## config.mk

```make
export PLATFORM = sky130hd
export DESIGN_NAME = msx_ram_arbiter
export DESIGN_NICKNAME = d
export VERILOG_FILES = /design/src/rtl/msx_ram_arbiter.sv
export SDC_FILE = /design/constraint.sdc
export NUM_CORES = 1
export LEC_CHECK = 0
export BUFFER_PORTS_ARGS = -buffer_cell sky130_fd_sc_hd__clkbuf_2
export CORE_UTILIZATION = 30
export CTS_CLUSTER_SIZE = 12
export DETAILED_ROUTE_END_ITERATION = 10
export PLACE_DENSITY = 0.66
export SYNTH_ARGS = -nofsm -noshare
export SYNTH_HDL_FRONTEND = slang
export SYNTH_SLANG_ARGS = --single-unit
```

## constraint.sdc

```tcl
create_clock -name clk -period 3.7 [get_ports clk]
set_input_delay 0.555 -clock clk [delete_from_list [all_inputs] [get_ports clk]]
set_output_delay 0.555 -clock clk [all_outputs]
set_load 0.02 [all_outputs]
```

## src/rtl/msx_ram_arbiter.sv

```systemverilog
// Shares the SDRAM controller port between CPU slot accesses and the flash programming engine.
// Fixed CPU priority with a starvation limit for flash, plus a WAIT-state watchdog.
module msx_ram_arbiter #(
  parameter int unsigned ADDR_W       = 27,
  parameter int unsigned STARVE_LIMIT = 8,
  parameter int unsigned TIMEOUT      = 255
) (
  input  logic              clk,
  input  logic              reset,
  input  logic              cpu_req,
  input  logic [ADDR_W-1:0] cpu_addr,
  input  logic [7:0]        cpu_din,
  input  logic              cpu_rnw,
  output logic [7:0]        cpu_dout,
  output logic              cpu_ack,
  output logic              cpu_wait,
  input  logic              flash_req,
  input  logic [ADDR_W-1:0] flash_addr,
  input  logic [7:0]        flash_din,
  output logic              flash_ready,
  output logic              flash_done,
  output logic              sd_req,
  output logic [ADDR_W-1:0] sd_addr,
  output logic [7:0]        sd_din,
  output logic              sd_we,
  input  logic              sd_ready,
  input  logic              sd_done,
  input  logic [7:0]        sd_dout,
  output logic              err
);

  localparam int unsigned STARVE_W = $clog2(STARVE_LIMIT + 1);
  localparam int unsigned WD_W     = 8;

  typedef enum logic [2:0] {
    IDLE,
    CPU_ISSUE,
    CPU_WAIT,
    FL_ISSUE,
    FL_WAIT
  } state_t;

  state_t              state, state_n;
  logic [STARVE_W-1:0] starve, starve_n;
  logic [WD_W-1:0]     wd, wd_n;

  logic              sd_req_n;
  logic [ADDR_W-1:0] sd_addr_n;
  logic [7:0]        sd_din_n;
  logic              sd_we_n;
  logic [7:0]        cpu_dout_n;
  logic              cpu_ack_n;
  logic              flash_ready_n;
  logic              flash_done_n;
  logic              err_n;

  logic fl_pri;
  logic cpu_pri;
  logic starved;
  logic wd_expired;

  assign starved    = (starve == STARVE_W'(STARVE_LIMIT));
  assign fl_pri     = flash_req & (~cpu_req | starved);
  assign cpu_pri    = cpu_req & ~fl_pri;
  assign wd_expired = (wd == WD_W'(TIMEOUT - 1));
  assign cpu_wait   = cpu_req & ~cpu_ack;

  // State and registered outputs
  always_ff @(posedge clk) begin
    if (reset) begin
      state       <= IDLE;
      starve      <= '0;
      wd          <= '0;
      sd_req      <= 1'b0;
      sd_addr     <= '0;
      sd_din      <= '0;
      sd_we       <= 1'b0;
      cpu_dout    <= 8'hFF;
      cpu_ack     <= 1'b0;
      flash_ready <= 1'b0;
      flash_done  <= 1'b0;
      err         <= 1'b0;
    end else begin
      state       <= state_n;
      starve      <= starve_n;
      wd          <= wd_n;
      sd_req      <= sd_req_n;
      sd_addr     <= sd_addr_n;
      sd_din      <= sd_din_n;
      sd_we       <= sd_we_n;
      cpu_dout    <= cpu_dout_n;
      cpu_ack     <= cpu_ack_n;
      flash_ready <= flash_ready_n;
      flash_done  <= flash_done_n;
      err         <= err_n;
    end
  end

  // Arbitration, handshake sequencing and watchdog
  always_comb begin
    state_n       = state;
    starve_n      = starve;
    wd_n          = wd;
    sd_req_n      = sd_req;
    sd_addr_n     = sd_addr;
    sd_din_n      = sd_din;
    sd_we_n       = sd_we;
    cpu_dout_n    = cpu_dout;
    cpu_ack_n     = 1'b0;
    flash_ready_n = 1'b0;
    flash_done_n  = 1'b0;
    err_n         = 1'b0;

    case (state)
      IDLE: begin
        if (fl_pri) begin
          sd_addr_n     = flash_addr;
          sd_din_n      = flash_din;
          sd_we_n       = 1'b1;
          sd_req_n      = 1'b1;
          flash_ready_n = 1'b1;
          starve_n      = '0;
          state_n       = FL_ISSUE;
        end else if (cpu_pri) begin
          sd_addr_n = cpu_addr;
          sd_din_n  = cpu_din;
          sd_we_n   = ~cpu_rnw;
          sd_req_n  = 1'b1;
          if (flash_req && !starved) begin
            starve_n = starve + STARVE_W'(1);
          end
          state_n = CPU_ISSUE;
        end
      end

      CPU_ISSUE: begin
        if (sd_ready) begin
          sd_req_n = 1'b0;
          state_n  = CPU_WAIT;
        end
      end

      FL_ISSUE: begin
        if (sd_ready) begin
          sd_req_n = 1'b0;
          state_n  = FL_WAIT;
        end
      end

      CPU_WAIT: begin
        if (sd_done) begin
          cpu_ack_n = 1'b1;
          if (!sd_we) begin
            cpu_dout_n = sd_dout;
          end
          state_n = IDLE;
        end else if (wd_expired) begin
          // Lost completion: release the CPU with open-bus data
          err_n      = 1'b1;
          cpu_ack_n  = 1'b1;
          cpu_dout_n = 8'hFF;
          state_n    = IDLE;
        end else begin
          wd_n = wd + WD_W'(1);
        end
      end

      FL_WAIT: begin
        if (sd_done) begin
          flash_done_n = 1'b1;
          state_n      = IDLE;
        end else if (wd_expired) begin
          err_n        = 1'b1;
          flash_done_n = 1'b1;
          state_n      = IDLE;
        end else begin
          wd_n = wd + WD_W'(1);
        end
      end

      default: begin
        sd_req_n = 1'b0;
        state_n  = IDLE;
      end
    endcase

    if (state_n != state) begin
      wd_n = '0;
    end
  end

endmodule

```

# Word level (Yosys, flattened, before mapping)
# Cells that the tools add are included.
[word_totals] regBits=64 in_bits=85 out_inout_bits=50 wordCells=82
[op_classes] n_addsub=2 n_eq_ne=10 n_mux=26 n_bitwise=14 reduce_logical=18
[op_table] cell="27-bit 2-to-1 mux" count=2
[op_table] cell="8-bit 2-to-1 mux" count=5
[op_table] cell="3-bit 2-to-1 mux" count=6
[op_table] cell="4-bit 2-to-1 mux" count=3
[op_table] cell="3-bit case mux with 4 select lines" count=1
[op_table] cell="3-bit AND reduction" count=4
[op_table] cell="2-bit OR reduction" count=6
[op_table] cell="1-bit inverter" count=10
[op_table] cell="8-bit by 1-bit adder with 8-bit output (second input constant)" count=1
[op_table] cell="8-bit equality test (second input constant)" count=1
[op_table] cell="1-bit 2-to-1 mux" count=8
[op_table] cell="3-bit by 2-bit equality test with 1-bit output (second input constant)" count=2
[op_table] cell="2-bit nonzero test" count=3
[op_table] cell="4-bit by 1-bit adder with 4-bit output (second input constant)" count=1
[op_table] cell="4-bit equality test (second input constant)" count=1
[op_table] cell="1-bit bitwise AND" count=3
[op_table] cell="3-bit by 1-bit equality test with 1-bit output (second input constant)" count=1
[op_table] cell="3-bit equality test (second input constant)" count=1
[op_table] cell="3-bit zero test" count=1
[op_table] cell="3-bit != test" count=1
[op_table] cell="3-bit != test (second input constant)" count=1
[op_table] cell="1-bit case mux with 3 select lines" count=1
[op_table] cell="3-bit OR reduction" count=1
[op_table] cell="2-bit by 1-bit != test with 1-bit output (second input constant)" count=1
[op_table] cell="other kinds (5)" count=5

# Logic depth before layout (Yosys ltp)
# Gate-level depths: netlist (run 1).
[depth] depth_word=10 mapped_depth=8 mapped_depth_nobuf=7

# Worst setup path before layout (run 1)
# Ideal clock, no wire load.
[synth_path] kind="reg2reg" startpoint="register wd[0]" endpoint="register wd[7]" arrival_time_ps=1823 required_ps=3629 slack_ps=1806 stages_incl_launch_ff=8 synth_period_minus_slack_ps=1894 path_cell_list="dfxtp_1 > inv_1 > ha_1 > and3_1 > a2111oi_4 > nand2_2 > or3_1 > a21oi_2"
[synth_via] elab_chain_cells=6 word_cells_on_any_way=9 cone_classes="add/sub (1); eq/ne (2); mux (3); bitwise (1); reduce/logical (2)"
[synth_lines] item="start, declared" line_no="45" rtl="logic [WD_W-1:0] wd, wd_n;"
[synth_lines] item="start signal, assigned" line_no="86" rtl="wd <= wd_n;"
[synth_lines] item="8-bit equality test" line_no="65" rtl="assign wd_expired = (wd == WD_W'(TIMEOUT - 1));"
[synth_lines] item="3-bit 2-to-1 mux" line_no="157, 172"
[synth_lines] item="3-bit 2-to-1 mux" line_no="151" rtl="if (sd_done) begin"
[synth_lines] item="3-bit case mux with 4 select lines" line_no="114" rtl="case (state)"
[synth_lines] item="3-bit != test" line_no="187" rtl="if (state_n != state) begin"
[synth_lines] item="2-bit OR reduction (no source line)"
# Parallel ways exist; a longest one is shown, timed or not.
# A chain may end at the register's enable or synchronous reset.

# Worst setup path in the final report (run 1)
[layout_path] startpoint="register state[1]" endpoint="register sd_addr[14]"
[layout_via] elab_chain_cells=2
[layout_lines] item="start, declared" line_no="43" rtl="state_t state, state_n;"
[layout_lines] item="start signal, assigned" line_no="84" rtl="state <= state_n;"
[layout_lines] item="3-bit zero test" line_no="114"
[layout_lines] item="2-bit AND reduction (no source line)"
[layout_lines] item="end signal, assigned" line_no="88" rtl="sd_addr <= sd_addr_n;"
[layout_lines] item="end, declared" line_no="23" rtl="output logic [ADDR_W-1:0] sd_addr,"
# No other way between the ends.

==> run summary, run 1 <==
area leader, netlist -> dfxtp_1
drt drc -> 0
clk sinks -> 64
IO buf count -> 134
Pleak -> 1.65 nW
Yosys reg bits -> 64
nets@finish -> 552
Crit Path Class -> reg2reg
Synthesized Nets -> 426
first-pass GRT wire length -> 11800 µm
initial antenna violation count -> 0
most frequent cell after synthesis -> nand2_1
commonest cells in the netlist -> 79 x nand2_1, 64 x dfxtp_1, 52 x nor2_1, 36 x a311oi_1, 12 x clkbuf_1
Yosys top cell area share -> 45.5%
R2R depth -> 5
DRT iter0 DRCs -> 102
Setup crit end kind -> flop
Mapped Cells -> 337
Core Box Area -> 8890 µm²
max-slew violations -> 0
hold violation count in the final report -> 0
clk_lat worst skew -> 0.34 ns
vias in the first global route -> 2473
setup repair after global routing missed its margin -> false
Arr. time, crit path -> 2.65 ns
Yosys Warn Count -> 0
Clock Root Buffer -> clkbuf_8
Worst R2R Setup Slack -> 1.30 ns
Synth cell types -> 41
Crit path required time -> 3.95 ns
GPL Wtd Cong -> 0.811
Initial Utilization -> 31.6%
MaxCap Viol Count -> 0
R2R Path Start -> state[1]
CTS tree -> yes
area grow syn2layout -> 31.7%
Post-Route Setup TNS -> 0 ns
crit start category -> flop
Clock transition at path regs -> 0.07 ns
Ports -> 135
total number of vias -> 2829
Synth async-reset ratio -> 0%
site row count -> 34
Max Freq -> 417 MHz
HPWL after detailed placement -> 5300 µm
pin count of the biggest net entering global routing -> 39
hold crit path type -> in2reg
Post-synth EDFFs -> 0
Hold Path Sink -> sd_we
Max Root-Sink Buffers -> 2
HP Start -> cpu_rnw
Final Worst Setup Slack -> 1.30 ns
ant diodes -> 0
Detailed Routing Iterations Pass 1 -> 4
die area -> 9770 µm²
Filler Cells Inserted -> 914
setup bufs post-CTS -> 0
register area share after synthesis -> 45.5%
period utilization -> 64.9%
status -> complete, no violations
die height -> 98.9 µm
largest cells by area after synthesis -> dfxtp_1 46%, a311oi_1 11%, nand2_1 11%
pre-CTS setup slack -> 1.29 ns
hold path depth -> 2
H-Tree Level Count -> 3
maximum vdd drop -> 0.155 mV
Final setup violation count -> 0
final WL -> 7170 µm
post-layout util -> 41.7%
Mapped Avg Cell Area -> 8.35 µm²
Rel. slew slack -> 52.4%
final worst path period need -> 2.40 ns
Vias/cell -> 4.91
Worst R2R End -> sd_addr[14]
number of buffers created by CTS -> 9
Least-Margin Pin Slew -> 0.711 ns
layout cells sized above 1 -> 34.6%
crit-path max FO -> 38
PwrDens -> 464 nW/µm²
Post-CTS Resized -> 0
top_reg_cell synth -> dfxtp_1
Routed Antenna Nets -> 0
Congestion Overflow GR -> 0
GRT Total Usage -> 15.1%
die width -> 98.9 µm
Syn Std Cell Area -> 2810 µm²
DR WL/cell -> 12.4 µm
Post-CTS Hold Fix Bufs -> 0
Setup Skew -> 0.0112 ns
## cell families (layout without fill, tap and decap cells)
logic type                 Yosys count  in the layout  synth area share [%]
AOI/OAI and AO/OA                   72             72                  20.7
xor gates and xnor gates             8              8                  2.76
adders and majority gates            4              4                  1.78
buffers and inverters               29            160                  5.25
DFF                                 64             64                  45.5
and+or+nand+nor                    160            160                  24.0
## layer usage
metal / track usage [%] / wire length, µm / up-vias
met3: 4.47 / 449 / 8
li1: - / - / 1448
met2: 24.7 / 3290 / 96
met5: 0 / 0 / -
met1: 19.2 / 3360 / 1277
met4: 4.48 / 71 / 0
## through the flow
stage               hold slack (ns)  instance area, µm²  cells  total power (W)
floorplan                     0.463                2810    337          0.00108
global placement              0.442                3530    560          0.00121
detailed placement            0.452                3530    560          0.00122
CTS                           0.409                3700    576          0.00175
global route                  0.417                3700    576          0.00182
finish                        0.426                3700    576          0.00172
## registers in the layout, summed over array words and instances (netlist names)
signal	cells
state	3
sd_din	8
sd_addr	27
flash_ready	1
cpu_ack	1
sd_req	1
flash_done	1
cpu_dout	8
sd_we	1
wd	8
err	1
starve	4
## area by class of cell
type	count	area, µm²	area share (%)
clock buffers	9	124	3.34
clock inverters	7	47.5	1.28
inverters	6	22.5	0.608
multi-input cells	244	1390	37.6
flip-flops and latches	64	1280	34.6
well taps	108	135	3.65
repair buffers	138	701	18.9
## where the power goes
part           leakage [nW]  internal, W  switching, W
registers             0.526     0.000757     0.0000445
clock network        0.0854     0.000242      0.000279
logic                  1.04     0.000150      0.000249
total                  1.65      0.00115      0.000572
## worst max-delay path: stages (launching register included)
cell	delay (ns)
dfxtp_1	0.42
nor3_1	0.46
o21a_2	0.64
buf_4	0.44
nor2_1	0.07
a311oi_1	0.24
## cell usage in the layout (no fill, tap or decap), drive strengths merged, types with 5 or more instances in the layout
| cell type | n |
|---|---|
| nor3 | 6 |
| o22a | 8 |
| xor2 | 5 |
| o21ai | 6 |
| nand3 | 5 |
| clkbuf | 143 |
| dfxtp | 64 |
| nor2 | 52 |
| inv | 7 |
| a21oi | 12 |
| a311oi | 36 |
| nand2 | 80 |
## how the worst max path moves through the flow
stage,endpoint,startpoint,slack [ns]
finish,sd_addr[14],state[1],1.30
global route,sd_addr[26],state[1],0.99
CTS,sd_addr[6],state[1],1.30
detailed placement,sd_addr[6],state[1],1.29
global placement,sd_addr[13],state[1],1.38
floorplan,wd[7],wd[0],1.81
Note: power is estimated with default switching activity, not from simulation.
==> run 2, diff against run 1 <==
--- a/config.mk
+++ b/config.mk
@@ -5,6 +5,7 @@
 export SDC_FILE = /design/constraint.sdc
 export NUM_CORES = 1
 export LEC_CHECK = 0
+export ABC_AREA = 1
 export BUFFER_PORTS_ARGS = -buffer_cell sky130_fd_sc_hd__clkbuf_2
 export CORE_UTILIZATION = 30
 export CTS_CLUSTER_SIZE = 12
==> constraint.sdc (replaced) <==
create_clock -name clk -period 2.1 [get_ports clk]
set_input_delay 0.315 -clock clk [delete_from_list [all_inputs] [get_ports clk]]
set_output_delay 0.315 -clock clk [all_outputs]
set_load 0.02 [all_outputs]
==> run 2 against run 1 <==
  * Non-clock buffer count is 1 higher
  * Hold slack worse by 0.27 ns
  * Count of clock-buffer cells in the layout is 4 higher
  * Maximum frequency is 41% higher
  * Clock skew is 0.0034 ns lower
  * Critical endpoint unchanged
  * Worst setup slack worse by 0.90 ns
  * Critical path type unchanged
  * Clock power is 70% higher
==> run summary, run 2 <==
status -> complete, no violations
Post-CTS Resized -> 0
register area share after synthesis -> 39.6%
MaxCap Viol Count -> 0
max-slew violations -> 0
Logic pwr share -> 26.1%
H-Tree Level Count -> 3
first-pass GRT wire length -> 13800 µm
Core Box Area -> 10400 µm²
commonest non-fill, non-tap cell in the layout -> clkbuf_2
nets@finish -> 660
Pleak -> 2.17 nW
Least-Margin Pin Slew -> 0.565 ns
WHS -> 0.159 ns
layout cells sized above 1 -> 31.7%
period utilization -> 81.1%
die area -> 11200 µm²
maximum vdd drop -> 0.277 mV
Ports -> 135
Post-Route Setup TNS -> 0 ns
Max Freq -> 587 MHz
PwrDens -> 751 nW/µm²
Rel. slew slack -> 62.3%
Mapped Avg Cell Area -> 7.30 µm²
Top reg by flops -> sd_addr
ant diodes -> 0
Syn Std Cell Area -> 3240 µm²
die width -> 106 µm
setup bufs post-CTS -> 0
switching power -> 0.00103 W
Detailed Routing Iterations Pass 1 -> 4
final WL -> 8290 µm
Max Root-Sink Buffers -> 2
initial antenna violation count -> 0
post-route insts no fill -> 710
GPL Wtd Cong -> 0.834
IO buf count -> 134
area grow syn2layout -> 28.2%
area leader, netlist -> dfxtp_1
crit-path max FO -> 35
number of buffers created by CTS -> 9
Synthesized Nets -> 532
Yosys reg bits -> 64
Setup crit end kind -> flop
power consumption -> 0.00311 W
Crit Path Class -> reg2reg
Synth async-reset ratio -> 0%
total number of vias -> 3216
Yosys top cell area share -> 39.6%
CTS tree -> yes
Clock Root Buffer -> clkbuf_8
Routed Antenna Nets -> 0
clk_lat worst skew -> 0.34 ns
DRT iter0 DRCs -> 107
setup repair after global routing missed its margin -> false
DR WL/cell -> 11.7 µm
Final setup violation count -> 0
hold violation count in the final report -> 0
crit start category -> flop
pin count of the biggest net entering global routing -> 65
clk sinks -> 64
Mapped Cells -> 443
clock share of power -> 28.5%
placed cells -> 696
Congestion Overflow GR -> 0
Post-CTS Hold Fix Bufs -> 0
sw frac -> 33.2%
largest cells by area after synthesis -> dfxtp_1 40%, nand2_1 13%, o211ai_1 8.1%
HPWL after detailed placement -> 6190 µm
sequential power share -> 45.4%
Vias/cell -> 4.53
site row count -> 37
commonest cells in the netlist -> 110 x nand2_1, 64 x dfxtp_1, 63 x inv_1, 45 x nand3_1, 35 x o211ai_1
Yosys Warn Count -> 0
Crit path required time -> 2.38 ns
hold crit path type -> in2reg
most frequent cell after synthesis -> nand2_1
Synth cell types -> 31
most frequent cells in the layout -> 134 x clkbuf_2, 110 x nand2_1, 64 x dfxtp_1
die height -> 106 µm
vias in the first global route -> 3129
Initial Utilization -> 31.2%
final worst path period need -> 1.70 ns
Largest register FFs -> 27
GRT Total Usage -> 15.7%
drt drc -> 0
top_reg_cell synth -> dfxtp_1
P_int -> 0.00208 W
Arr. time, crit path -> 1.98 ns
Setup Skew -> 0.00780 ns
post-layout util -> 40.0%
Post-synth EDFFs -> 0
Clock transition at path regs -> 0.07 ns
==> run 2: cell count changes after synthesis, sizes merged, moves of 10 or more <==
cell,change
a311oi,-36
buf,+10
clkbuf,-11
inv,+65
nand2,+39
nand3,+42
nor2,-15
o211ai,+34
==> run 2: cell families after synthesis <==
logic type      synth area share [%]
fa+ha+maj                       1.55
simple gates                    30.9
compound gates                  13.8
xor+xnor                        1.62
buf+inv                         12.5
flops                           39.6
==> run 2: worst paths after layout <==
check	startpoint	to	slack, ns	depth (start not counted)
max reg2reg	starve[0]	sd_addr[14]	0.40	10
min	cpu_rnw	sd_we	0.16	2
max	starve[0]	sd_addr[14]	0.40	10
min reg2reg	sd_req	sd_req	0.47	2
==> run 2: routing by layer <==
layer,track usage (%),up-vias,part of all wire (%),routed length [µm]
met5,0,-,0,0
met4,9.42,0,3.0,248
met2,26.2,88,48,3940
met3,4.21,20,5.6,466
li1,-,1671,-,-
met1,18.0,1437,44,3630
==> run 2: area by class of cell <==
type,count,area (µm²)
fill,1126,6220
tap,136,170
clock inverter,1,5.00
inverter,71,269
multi-input combinational,286,1550
timing repair buffer,139,721
sequential,64,1280
clock buffer,13,149
==> run 2: power groups by stage <==
stage	combinational, W	sequential [W]	clock (W)
3_3_place_gp	0.000801	0.00143	0
3_5_place_dp	0.000819	0.00144	0
5_1_grt	0.000894	0.00143	0.000982
4_1_cts	0.000823	0.00141	0.000924
2_1_floorplan	0.000416	0.00156	0
6_report	0.000811	0.00141	0.000888
==> run 2: per-stage QoR <==
step	area, µm²	setup slack, ns
floorplan	3240	0.642
global placement	3990	0.476
detailed placement	3990	0.405
CTS	4150	0.375
global route	4150	0.145
finish	4150	0.397
==> run 2: worst max-delay path, cell delays in order, from the launching register on <==
cell      delay (ns)
dfxtp_1         0.35
inv_1           0.07
ha_1            0.14
nand3_1         0.08
nand2_1         0.11
nand2_2         0.08
inv_2           0.42
nand2_1         0.12
nand3_1         0.10
o211ai_1        0.08
inv_1           0.07
==> run 3, diff against run 2 <==
--- a/config.mk
+++ b/config.mk
@@ -5,7 +5,7 @@
 export SDC_FILE = /design/constraint.sdc
 export NUM_CORES = 1
 export LEC_CHECK = 0
-export ABC_AREA = 1
+export ABC_AREA = 0
 export BUFFER_PORTS_ARGS = -buffer_cell sky130_fd_sc_hd__clkbuf_2
 export CORE_UTILIZATION = 30
 export CTS_CLUSTER_SIZE = 12
==> constraint.sdc (replaced) <==
create_clock -name clk -period 1.67 [get_ports clk]
set_input_delay 0.2505 -clock clk [delete_from_list [all_inputs] [get_ports clk]]
set_output_delay 0.2505 -clock clk [all_outputs]
set_load 0.02 [all_outputs]
==> run 3 against run 2 <==
  * Flip-flop and latch count is the same
  * Cell area grew 2.7%
  * Combinational power grew 41%
  * Clock power grew 70%
  * Routed wire length grew 3.2%
  * Die area shrank 13%
  * Non-clock buffer count grew 32
  * Worst setup slack lost 0.39 ns
  * Highest routed layer unchanged
==> run summary, run 3 (same netlist as run 1, synthesis figures left out) <==
Vias/cell -> 4.93
Crit path required time -> 1.90 ns
Logic pwr share -> 25.8%
HPWL after detailed placement -> 5750 µm
switching power -> 0.00134 W
setup repair after global routing missed its margin -> true
initial antenna violation count -> 0
Detailed Routing Iterations Pass 1 -> 4
layout cells sized above 1 -> 43.8%
Post-CTS Hold Fix Bufs -> 0
final worst path period need -> 1.67 ns
Crit path buffers/inverters -> 2
sw frac -> 30.3%
Ports -> 135
maximum vdd drop -> 0.439 mV
Least-Margin Pin Slew -> 0.331 ns
max-slew violations -> 0
P_int -> 0.00308 W
Clock transition at path regs -> 0.07 ns
Worst path top cell family by delay -> simple AND/OR/NAND/NOR gates
vias in the first global route -> 2789
DR WL/cell -> 14.1 µm
Arr. time, crit path -> 1.90 ns
clk sinks -> 64
final WL -> 8560 µm
crit-path max FO -> 4
clk_lat worst skew -> 0.34 ns
Pleak -> 1.92 nW
Rel. slew slack -> 78.0%
Largest register FFs -> 27
site row count -> 34
crit start category -> flop
GRT Total Usage -> 16.4%
status -> complete, no violations
PwrDens -> 1040 nW/µm²
number of buffers created by CTS -> 9
die area -> 9770 µm²
design area -> 4260 µm²
DRT iter0 DRCs -> 59
CP max-delay cell -> dfxtp_2
pin count of the biggest net entering global routing -> 42
post-layout util -> 47.9%
ant diodes -> 0
H-Tree Level Count -> 3
crit-path cells -> inv_2 -> ha_4 -> and3_4 -> a2111oi_4 -> buf_4 -> nand4_1 -> xor2_1 -> nor2_1
Max Root-Sink Buffers -> 2
first-pass GRT wire length -> 12800 µm
Congestion Overflow GR -> 0
max incr delay on CP -> 0.34 ns
area grow syn2layout -> 51.4%
most frequent cells in the layout -> 134 x clkbuf_2, 76 x nand2_1, 62 x dfxtp_1
hold crit path type -> in2reg
Clock Root Buffer -> clkbuf_8
DP Area -> 3820 µm²
drt drc -> 0
clock share of power -> 34.3%
commonest non-fill, non-tap cell in the layout -> clkbuf_2
die width -> 98.9 µm
GPL Wtd Cong -> 0.802
Setup Skew -> 0.00959 ns
power consumption -> 0.00441 W
total number of vias -> 2996
Max Freq -> 600 MHz
MaxCap Viol Count -> 0
Top reg by flops -> sd_addr
period utilization -> 99.8%
CTS tree -> yes
IO buf count -> 134
nets@finish -> 585
hold violation count in the final report -> 0
Setup crit end kind -> flop
Final setup violation count -> 0
Crit Path Class -> reg2reg
Core Box Area -> 8890 µm²
sequential power share -> 39.9%
Initial Utilization -> 31.6%
Routed Antenna Nets -> 0
die height -> 98.9 µm
run 3: cell count changes in the layout (fill, tap and decap cells not counted), sizes merged, moves of 3 or more:
cell / change
o22a: +8
nor2: +15
nand2: -39
o21ai: -9
a311oi: +36
nor3: +6
nand3: -42
o211ai: -34
buf: +29
inv: -65
a21oi: -3
run 3: per-layer routing:
layer | vias to the layer above | global-route usage, % | wire, µm
met5 | - | 0 | 0
met4 | 0 | 7.23 | 135
met3 | 12 | 2.91 | 497
met2 | 120 | 28.3 | 4160
met1 | 1356 | 19.8 | 3770
li1 | 1508 | - | -
run 3: area by class of cell:
cell class	instances	area (µm²)
repair buffers	171	1070
fillers	858	4630
clock inverters	3	65.1
inverters	6	22.5
flip-flops and latches	64	1280
well taps	108	135
clock buffers	12	155
multi-input cells	244	1530
run 3: worst reg2reg max path: stages, from the launching register on:
cell and delay, ns:
dfxtp_2 0.34, inv_2 0.04, ha_4 0.15, and3_4 0.19, a2111oi_4 0.33, buf_4 0.20, nand4_1 0.12, xor2_1 0.15
nor2_1 0.05
run 3: power groups by stage:
stage | Clock [W] | Combinational [W] | Sequential [W]
global route | 0.00161 | 0.00123 | 0.00178
global placement | 0 | 0.00101 | 0.00179
detailed placement | 0 | 0.00102 | 0.00179
CTS | 0.00156 | 0.00103 | 0.00176
floorplan | 0 | 0.000446 | 0.00195
finish | 0.00151 | 0.00114 | 0.00176
run 3: through the flow:
stage / worst slack, ns / hold slack (ns) / setup TNS (ns) / instances
final: 0.00412 / 0.0982 / 0 / 608
after global routing: -0.116 / 0.104 / -0.401 / 608
after global placement: 0.00764 / 0.446 / 0 / 589
after CTS: 0.0141 / 0.0827 / 0 / 605
after floorplan: -0.177 / 0.359 / -0.205 / 337
after detailed placement: -0.0805 / 0.450 / -1.81 / 589
run 3: final timing paths:
path / start / end / slack, ns / cells past startpoint
worst min register to register: cpu_dout[6] / cpu_dout[6] / 0.46 / 1
worst min-delay path: cpu_rnw / sd_we / 0.1 / 2
worst max-delay path: wd[0] / wd[5] / 0.004 / 8
worst max register to register: wd[0] / wd[5] / 0.004 / 8
run 3: repair_timing:
item	4_1_cts	5_1_grt
pin swaps	3	7
gates cloned	0	3
buffers inserted	1	0
setup endpoints to repair	40	49
gates resized for setup	7	24
